`src/rtl/key_pkg.sv`:
```
// Shared constants, FSM state encoding and width helper for the key input blocks.
// Pure declarations: no latency, no backpressure.
package key_pkg;

  localparam int DEF_CLK_FREQ_HZ = 50_000_000;
  localparam int DEF_DEBOUNCE_MS = 20;

  typedef enum logic [1:0] {
    ST_IDLE   = 2'd0,
    ST_COUNT  = 2'd1,
    ST_COMMIT = 2'd2
  } state_t;

  // Ceiling log2, never below 1 so that single-value fields still get a bit.
  function automatic int clog2(input int value);
    int r;
    r = 0;
    for (int i = 0; i < 31; i++) begin
      if ((1 << i) < value) r = i + 1;
    end
    return (r < 1) ? 1 : r;
  endfunction

endpackage

```
`src/rtl/key_sync_2ff.sv`:
```
// Two-flop synchroniser for a vector of asynchronous key levels.
// Latency 2 cycles; no backpressure.
module key_sync_2ff #(
  parameter int WIDTH = 4
) (
  input  logic             clk,
  input  logic             rst,
  input  logic [WIDTH-1:0] d,
  output logic [WIDTH-1:0] q
);

  logic [WIDTH-1:0] meta;

  always_ff @(posedge clk or posedge rst) begin
    if (rst) begin
      meta <= '0;
      q    <= '0;
    end else begin
      meta <= d;
      q    <= meta;
    end
  end

endmodule

```
`src/rtl/key_debounce_sched.sv`:
```
// One debounce timer shared round-robin by NUM_KEYS keys; commits a level and pulses press/release.
// Latency DEB_CYCLES+4 edges uncontended; no backpressure, pending keys simply wait for the timer.
module key_debounce_sched
  import key_pkg::*;
#(
  parameter int NUM_KEYS    = 4,
  parameter int CLK_FREQ_HZ = DEF_CLK_FREQ_HZ,
  parameter int DEBOUNCE_MS = DEF_DEBOUNCE_MS,
  parameter int DEB_CYCLES  = CLK_FREQ_HZ / 1000 * DEBOUNCE_MS
) (
  input  logic                       sys_clk,
  input  logic                       sys_rst,
  input  logic [NUM_KEYS-1:0]        key_in,
  output logic [NUM_KEYS-1:0]        key_status,
  output logic [NUM_KEYS-1:0]        key_press,
  output logic [NUM_KEYS-1:0]        key_release,
  output logic                       busy,
  output logic [clog2(NUM_KEYS)-1:0] grant_idx
);

  localparam int IDX_W = clog2(NUM_KEYS);
  localparam int CNT_W = clog2(DEB_CYCLES);

  logic [NUM_KEYS-1:0] key_sync;
  logic [NUM_KEYS-1:0] pending;
  logic [IDX_W-1:0]    rr_ptr;
  logic [IDX_W-1:0]    next_idx;
  logic [IDX_W-1:0]    pick_idx;
  logic                pick_vld;
  logic [CNT_W-1:0]    cnt;
  state_t              state;

  function automatic logic [IDX_W-1:0] wrap_add(input logic [IDX_W-1:0] base, input int off);
    int s;
    s = int'(base) + off;
    if (s >= NUM_KEYS) s = s - NUM_KEYS;
    return IDX_W'(s);
  endfunction

  key_sync_2ff #(
    .WIDTH (NUM_KEYS)
  ) u_sync (
    .clk (sys_clk),
    .rst (sys_rst),
    .d   (key_in),
    .q   (key_sync)
  );

  assign pending  = key_sync ^ key_status;
  assign next_idx = wrap_add(grant_idx, 1);

  // Walk from the farthest offset down so the first pending key at or after rr_ptr wins.
  always_comb begin
    pick_vld = 1'b0;
    pick_idx = '0;
    for (int k = NUM_KEYS - 1; k >= 0; k--) begin
      if (pending[wrap_add(rr_ptr, k)]) begin
        pick_vld = 1'b1;
        pick_idx = wrap_add(rr_ptr, k);
      end
    end
  end

  always_ff @(posedge sys_clk or posedge sys_rst) begin
    if (sys_rst) begin
      state       <= ST_IDLE;
      cnt         <= '0;
      rr_ptr      <= '0;
      grant_idx   <= '0;
      busy        <= 1'b0;
      key_status  <= '0;
      key_press   <= '0;
      key_release <= '0;
    end else begin
      key_press   <= '0;
      key_release <= '0;
      case (state)
        ST_IDLE: begin
          if (pick_vld) begin
            grant_idx <= pick_idx;
            cnt       <= '0;
            busy      <= 1'b1;
            state     <= ST_COUNT;
          end
        end
        ST_COUNT: begin
          if (key_sync[grant_idx] == key_status[grant_idx]) begin
            // Bounced back to the committed level: drop the window and move the pointer on.
            cnt    <= '0;
            busy   <= 1'b0;
            rr_ptr <= next_idx;
            state  <= ST_IDLE;
          end else if (cnt == CNT_W'(DEB_CYCLES - 1)) begin
            state <= ST_COMMIT;
          end else begin
            cnt <= cnt + 1'b1;
          end
        end
        ST_COMMIT: begin
          // Guarded so a last-cycle bounce commits nothing and emits no pulse.
          if (key_sync[grant_idx] != key_status[grant_idx]) begin
            key_status[grant_idx] <= key_sync[grant_idx];
            if (key_sync[grant_idx]) key_press[grant_idx]   <= 1'b1;
            else                     key_release[grant_idx] <= 1'b1;
          end
          rr_ptr <= next_idx;
          busy   <= 1'b0;
          state  <= ST_IDLE;
        end
        default: begin
          busy  <= 1'b0;
          state <= ST_IDLE;
        end
      endcase
    end
  end

endmodule
```
`config.mk`:
```
export PLATFORM = sky130hd
export DESIGN_NAME = key_debounce_sched
export DESIGN_NICKNAME = d
export VERILOG_FILES = /design/src/rtl/key_pkg.sv /design/src/rtl/key_sync_2ff.sv /design/src/rtl/key_debounce_sched.sv
export SDC_FILE = /design/constraint.sdc
export NUM_CORES = 1
export LEC_CHECK = 0
export CAP_MARGIN = 20
export CORE_ASPECT_RATIO = 1.75
export CORE_UTILIZATION = 65
export DETAILED_ROUTE_END_ITERATION = 10
export DONT_BUFFER_PORTS = 1
export GPL_ROUTABILITY_DRIVEN = 0
export PLACE_DENSITY_LB_ADDON = 0.3
export REMOVE_ABC_BUFFERS = 1
export SLEW_MARGIN = 10
export SYNTH_ARGS = -nofsm -noshare
export SYNTH_HDL_FRONTEND = slang
export SYNTH_SLANG_ARGS = --single-unit
```
`constraint.sdc`:
```
create_clock -name sys_clk -period 3.58 [get_ports sys_clk]
set_input_delay 0.358 -clock sys_clk [delete_from_list [all_inputs] [get_ports sys_clk]]
set_output_delay 0.358 -clock sys_clk [all_outputs]
set_load 0.05 [all_outputs]
```
==> impl_metrics.ini, run 1 <==
[grt]
grt-ovfl-total = 0
grt_pass1_vias = 1817
antenna_found_initial = 0
grt_max_degree = 48
grtUsageTotal_pct = 31.7
grt_first_pass_wirelength_um = 8410

[final_layout]
final_util_pct = 72.5
diodes = 0
synthToLayoutAreaGrowth_pct = 6.51
fin_nets = 248
drive_above_1_share_pct = 9.24

[hold_path]
holdPathEnd = u_sync.meta[0]$_DFF_PP0_
min_path_cells = 0
hp-start = key_in[0]
hold_class = in2reg

[synthesis]
postSynthAreaPerCell_um2 = 9.78
synth_cells = 234
ys_seq_area_share_pct = 51.4
synthTopCellsByArea = dfrtp_1 (51%), o21ai_0 (3.9%), nand2_1 (3.8%)
async_flop_share_pct = 100
synth_area_um2 = 2290
synth_top_area_share_pct = 51.4
synth.distinct_cells = 41
synth_edf_count = 0
ys.flop_type = dfrtp_1
synth-seq-cells = 47
yosys_warnings = 0
yosysTopAreaCell = dfrtp_1

[critical_path]
r2r_slack_ns = 0.87
start_kind = flip-flop
slowest_stage = dfrtp_1
end_kind = flip-flop
critPathMaxFanout = 11
r2r_end = cnt[7]$_DFFE_PP0P_
worst-r2r-cell-count = 5
crit_required_ns = 3.81
critical_path_class = reg2reg
cp_top_family = simple AND/OR/NAND/NOR gates
worstPathArrival_ns = 2.94
rr_startpoint = key_status[2]$_DFFE_PP0P_
worstPathBufferInverterCount = 0
cpPeakStageDelay_ns = 0.70
crit_chain = xnor2_1 > mux4_2 > or2_1 > or4_1 > o21ai_1

[timing]
worst_slew_pin_slew_ns = 0.965
tns_ns = 0
period_needed_ns = 2.71
layout_setup_ws_ns = 0.874
fmax_mhz = 369
hold_violations = 0
slew_viol_final = 0
finalSetupViolCount = 0
skew_ns = 0.00419
rsz0062_at_grt = no
slew-limit-headroom_pct = 35.5
fin_crit_sh_pct = 75.6

[die]
die_area_um2 = 3770
start_util_pct = 68.0
die_w_um = 46.9
boundaryPins = 21
num_rows = 28
dieHeight_um = 80.5
coreArea_um2 = 3360

[detailed_routing]
via_count = 1826
drtIter0Drc = 52
vias_per_cell = 6.45
final_antenna_net_count = 0
avgRoutedWirePerCell_um = 18.3
wl_um = 5180
drc = 0
firstDrtPassIters = 4

[clocking]
cts_buffers = 5
clk_latency_ns = 0.30
postCtsSetupBuffers = 0
clockBufferDepth = 2
clkTransAtPathRegs_ns = 0.09
postCtsResizedCells = 0
cts_tree = yes
cts_root_buf = clkbuf_8
postCtsHoldBufs = 0
htreeDepth = 2
clock_sinks = 47

[pwr]
ir_drop_uv = 410
power_mw = 1.43
p_leak_nw = 1.05
power_density_nw_per_um2 = 588

[placed_design]
portBuffers = 0
dp_slack_ns = 0.919
dp_hpwl_um = 3760

[run]
cap_viol_max_count = 0

[outcome]
status = completed
-- layer usage --
metal,wire (µm),vias up,part of all wire [%],GRT usage [%]
met1,1770,901,34,32.2
met3,154,19,3.0,4.94
li1,-,850,-,-
met4,229,0,4.4,16.6
met5,0,-,0,0
met2,3030,56,58,57.6
-- worst reg2reg max path, cell delays in order, from the launching register on --
cell,delay (ns)
dfrtp_1,0.70
xnor2_1,0.28
mux4_2,0.61
or2_1,0.41
or4_1,0.56
o21ai_1,0.09
-- power breakdown --
part           internal [mW]  switching [mW]
logic                  0.148           0.294
clock network          0.176           0.176
registers              0.577          0.0627
total                  0.901           0.533
-- how the worst max path moves through the flow --
| stage | from | endpoint | slack (ns) | cells after the start |
|---|---|---|---|---|
| after detailed placement | key_status[2]$_DFFE_PP0P_ | cnt[7]$_DFFE_PP0P_ | 0.92 | 5 |
| final | key_status[2]$_DFFE_PP0P_ | cnt[7]$_DFFE_PP0P_ | 0.87 | 5 |
| after CTS | key_status[2]$_DFFE_PP0P_ | cnt[7]$_DFFE_PP0P_ | 0.87 | 5 |
| after global routing | key_status[0]$_DFFE_PP0P_ | cnt[7]$_DFFE_PP0P_ | 0.75 | 5 |
| after floorplan | key_status[2]$_DFFE_PP0P_ | cnt[10]$_DFFE_PP0P_ | 0.94 | 5 |
| after global placement | key_status[2]$_DFFE_PP0P_ | cnt[3]$_DFFE_PP0P_ | 0.99 | 5 |
-- cell families (layout without fill, tap and decap cells) --
| kind of cell | after synthesis | count (layout) | share of synthesized area (%) |
|---|---|---|---|
| AOI/OAI and AO/OA | 62 | 62 | 16.6 |
| xor gates and xnor gates | 7 | 7 | 2.68 |
| adders and majority gates | 5 | 5 | 2.73 |
| buffers and inverters | 23 | 27 | 4.10 |
| DFF | 47 | 47 | 51.4 |
| muxes | 5 | 5 | 3.39 |
| and+or+nand+nor | 85 | 85 | 19.1 |
-- layout make-up --
class	count	area (µm²)
fill	256	926
inverter	16	60.1
clock inverter	1	7.51
tap	45	56.3
sequential	47	1180
timing repair buffer	3	22.5
clock buffer	7	96.3
multi-input combinational	164	1020
-- Yosys cell counts (3+ instances only) --
| cell | count |
|---|---|
| a21o_1 | 6 |
| a21oi_1 | 15 |
| a31oi_1 | 7 |
| and2_1 | 4 |
| and3_1 | 6 |
| clkbuf_1 | 6 |
| dfrtp_1 | 47 |
| ha_1 | 5 |
| inv_1 | 16 |
| nand2_1 | 23 |
| nand3_1 | 10 |
| nand4_1 | 6 |
| nor2_1 | 12 |
| nor3_1 | 8 |
| o21ai_0 | 18 |
| or2_2 | 3 |
| or4_1 | 4 |
| xnor2_1 | 5 |
-- per-stage QoR --
stage	instances	instance area, µm²	hold slack, ns
after floorplan	227	2250	0.331
after global placement	275	2330	0.333
after detailed placement	275	2330	0.335
after CTS	283	2440	0.0704
after global routing	283	2440	0.0621
final	283	2440	0.0761
-- cell usage in the layout, fill, tap and decap left out, types with 2 or more instances in the layout --
master	netlist	routed
o21bai_1	2	2
a21oi_1	15	15
and2_1	4	4
nor2_1	12	12
nand4_1	6	6
nand3_1	10	10
o21ai_0	18	18
dfrtp_1	47	47
o221ai_1	2	2
xor2_1	2	2
nand2_1	23	23
a211oi_1	2	2
buf_4	0	3
nor3_1	8	8
a21o_1	6	6
or4_1	4	4
clkbuf_8	0	7
ha_1	5	5
and3_1	6	6
mux4_2	2	2
inv_1	16	15
or4b_2	2	2
or2_2	3	3
a31oi_1	7	7
a41oi_1	2	2
nand2b_1	2	2
xnor2_1	5	5
mux2_2	2	2
o22ai_1	2	2
-- flip-flops by register name, indices dropped and copies added (netlist names) --
| name | count |
|---|---|
| u_sync.meta | 4 |
| rr_ptr | 2 |
| key_status | 4 |
| state | 2 |
| key_press | 4 |
| u_sync.q | 4 |
| busy | 1 |
| cnt | 20 |
| key_release | 4 |
| grant_idx | 2 |
No activity file was read; power rests on OpenSTA's default activity.
==> inputs of run 2 (changes only) <==
--- a/config.mk
+++ b/config.mk
@@ -5,9 +5,10 @@
 export SDC_FILE = /design/constraint.sdc
 export NUM_CORES = 1
 export LEC_CHECK = 0
+export ABC_AREA = 1
 export CAP_MARGIN = 20
 export CORE_ASPECT_RATIO = 1.75
-export CORE_UTILIZATION = 65
+export CORE_UTILIZATION = 63
 export DETAILED_ROUTE_END_ITERATION = 10
 export DONT_BUFFER_PORTS = 1
 export GPL_ROUTABILITY_DRIVEN = 0
==> constraint.sdc (replaced) <==
create_clock -name sys_clk -period 2.5 [get_ports sys_clk]
set_input_delay 0.25 -clock sys_clk [delete_from_list [all_inputs] [get_ports sys_clk]]
set_output_delay 0.25 -clock sys_clk [all_outputs]
set_load 0.05 [all_outputs]
==> run 2 against run 1 <==
  * Fmax grew 27%
  * Sequential power is 51% higher
  * Cell area is 22% higher
==> impl_metrics.ini, run 2 <==
[placed_design]
dp_slack_ns = 0.375
placedCellCount = 419
portBuffers = 0
place_area_um2 = 2790
dp_hpwl_um = 4750

[detailed_routing]
firstDrtPassIters = 5
wl_um = 6370
drtIter0Drc = 77
drc = 0
final_antenna_net_count = 0
via_count = 2472
vias_per_cell = 5.71
avgRoutedWirePerCell_um = 14.7

[critical_path]
crit_required_ns = 2.70
critPathMaxFanout = 20
startpoint = grant_idx[0]$_DFFE_PP0P_
critical_path_class = reg2reg
rr_startpoint = grant_idx[0]$_DFFE_PP0P_
endpoint = cnt[14]$_DFFE_PP0P_
end_kind = flip-flop
start_kind = flip-flop
r2r_end = cnt[14]$_DFFE_PP0P_
r2r_slack_ns = 0.37
worst-r2r-cell-count = 11
worstPathArrival_ns = 2.33

[timing]
fmax_mhz = 470
worst_slew_pin_slew_ns = 0.520
tns_ns = 0
slew-limit-headroom_pct = 65.3
fin_crit_sh_pct = 85.1
skew_ns = 0.00770
rsz0062_at_grt = no
slew_viol_final = 0
period_needed_ns = 2.13
hold_slack_ns = 0.354
finalSetupViolCount = 0
layout_setup_ws_ns = 0.371
hold_violations = 0

[synthesis]
synth-seq-cells = 47
yosys_warnings = 0
async_flop_share_pct = 100
ys_seq_area_share_pct = 43.2
synth_area_um2 = 2720
yosysTopAreaCell = dfrtp_1
synth_edf_count = 0
synth_commonest_cells = nand2_1 (136), nor2_1 (50), dfrtp_1 (47)
postSynthAreaPerCell_um2 = 7.40
yosysMostFrequentCell = nand2_1
synth_cells = 368
synthTopCellsByArea = dfrtp_1 (43%), nand2_1 (19%), nand3_1 (7.4%)
synth_top_area_share_pct = 43.2
ys.flop_type = dfrtp_1
synth.distinct_cells = 31

[final_layout]
diodes = 0
final_common_cell = nand2_1
fin_cells = 433
largest_reg_flops = 20
final_cell_mix = nand2_1 (136), nor2_1 (50), dfrtp_1 (47)
design_area_um2 = 2980
final_util_pct = 71.9
regMostFlops = cnt
drive_above_1_share_pct = 10.7
fin_nets = 394
synthToLayoutAreaGrowth_pct = 9.56

[pwr]
power_mw = 2.62
power_density_nw_per_um2 = 877
switching_power_mw = 1.17
comb_power_share_pct = 41.1
p_int_mw = 1.45
pwr-share-clk_pct = 22.0
p_seq_share_pct = 37.0
ir_drop_uv = 667
switching_share_pct = 44.6
p_leak_nw = 1.47

[die]
die_w_um = 51.7
start_util_pct = 65.6
num_rows = 31
coreArea_um2 = 4150
die_area_um2 = 4600
dieHeight_um = 89.0
boundaryPins = 21

[hold_path]
hp-start = u_sync.meta[0]$_DFF_PP0_
hold_class = reg2reg

[grt]
grt_first_pass_wirelength_um = 10900
grt_max_degree = 48
grt-ovfl-total = 0
grtUsageTotal_pct = 32.5
antenna_found_initial = 0
grt_pass1_vias = 2460

[outcome]
status = completed

[clocking]
cts_root_buf = clkbuf_8
cts_buffers = 5
htreeDepth = 2
cts_tree = yes
clock_sinks = 47
clockBufferDepth = 2
clkTransAtPathRegs_ns = 0.09
clk_latency_ns = 0.31

[run]
cap_viol_max_count = 0
[run 2: cell count changes after synthesis, sizes merged, moves of 7 or more]
cell | before | now
nand2 | 23 | 145
nor2 | 12 | 54
nand3 | 10 | 45
o21ai | 19 | 3
inv | 16 | 28
a21oi | 15 | 5
a31oi | 7 | 0
[run 2: layout make-up]
class | instances | area [µm²]
clock buffer | 5 | 68.8
clock inverter | 3 | 46.3
fill | 353 | 1170
inverter | 29 | 111
multi-input combinational | 287 | 1390
sequential | 47 | 1180
tap | 49 | 61.3
timing repair buffer | 13 | 130
[run 2: power groups by stage]
| stage | clock network, mW | registers, mW | logic, mW |
|---|---|---|---|
| floorplan | 0 | 1.00 | 0.763 |
| global placement | 0 | 0.975 | 1.02 |
| detailed placement | 0 | 0.980 | 1.05 |
| CTS | 0.578 | 0.965 | 1.06 |
| global route | 0.619 | 0.976 | 1.21 |
| finish | 0.575 | 0.967 | 1.07 |
[run 2: kinds of logic after synthesis]
family | synth area share (%)
flip-flops | 43.2
AND/OR/NAND/NOR | 43.2
adder cells (fa/ha/maj) | 2.30
XOR/XNOR | 3.54
buffers and inverters | 5.79
AO/OA/AOI/OAI | 2.02
[run 2: timing repair]
action | in CTS | in global routing
endpoints found under the hold margin | 4 | 20
resized for setup | 0 | 0
hold buffers | 4 | 1
setup buffers | 0 | 0
[run 2: worst min-delay path by stage]
stage,slack [ns],depth (start not counted),end
final,0.35,0,u_sync.q[0]$_DFF_PP0_
after global routing,0.36,0,u_sync.q[1]$_DFF_PP0_
after CTS,0.07,1,key_release[1]$_DFF_PP0_
after detailed placement,0.28,0,u_sync.meta[3]$_DFF_PP0_
after global placement,0.28,0,u_sync.meta[0]$_DFF_PP0_
after floorplan,0.28,0,u_sync.meta[0]$_DFF_PP0_
[run 2: per-layer routing]
metal	GRT usage [%]	routed length, µm	up-vias
met5	0	0	-
met2	59.9	3590	112
met4	22.4	323	0
li1	-	-	1194
met1	31.8	2160	1130
met3	5.61	298	36
[run 2: critical path: stages (launching register included)]
cell and delay, ns:
dfrtp_1 0.47, buf_4 0.24, nand2_1 0.10, nand3_2 0.10
nand2_4 0.13, nand2_1 0.12, nand3_4 0.14, nor2_4 0.05
nor2_4 0.25, nand2_4 0.23, nand2_1 0.12, nand2_1 0.05
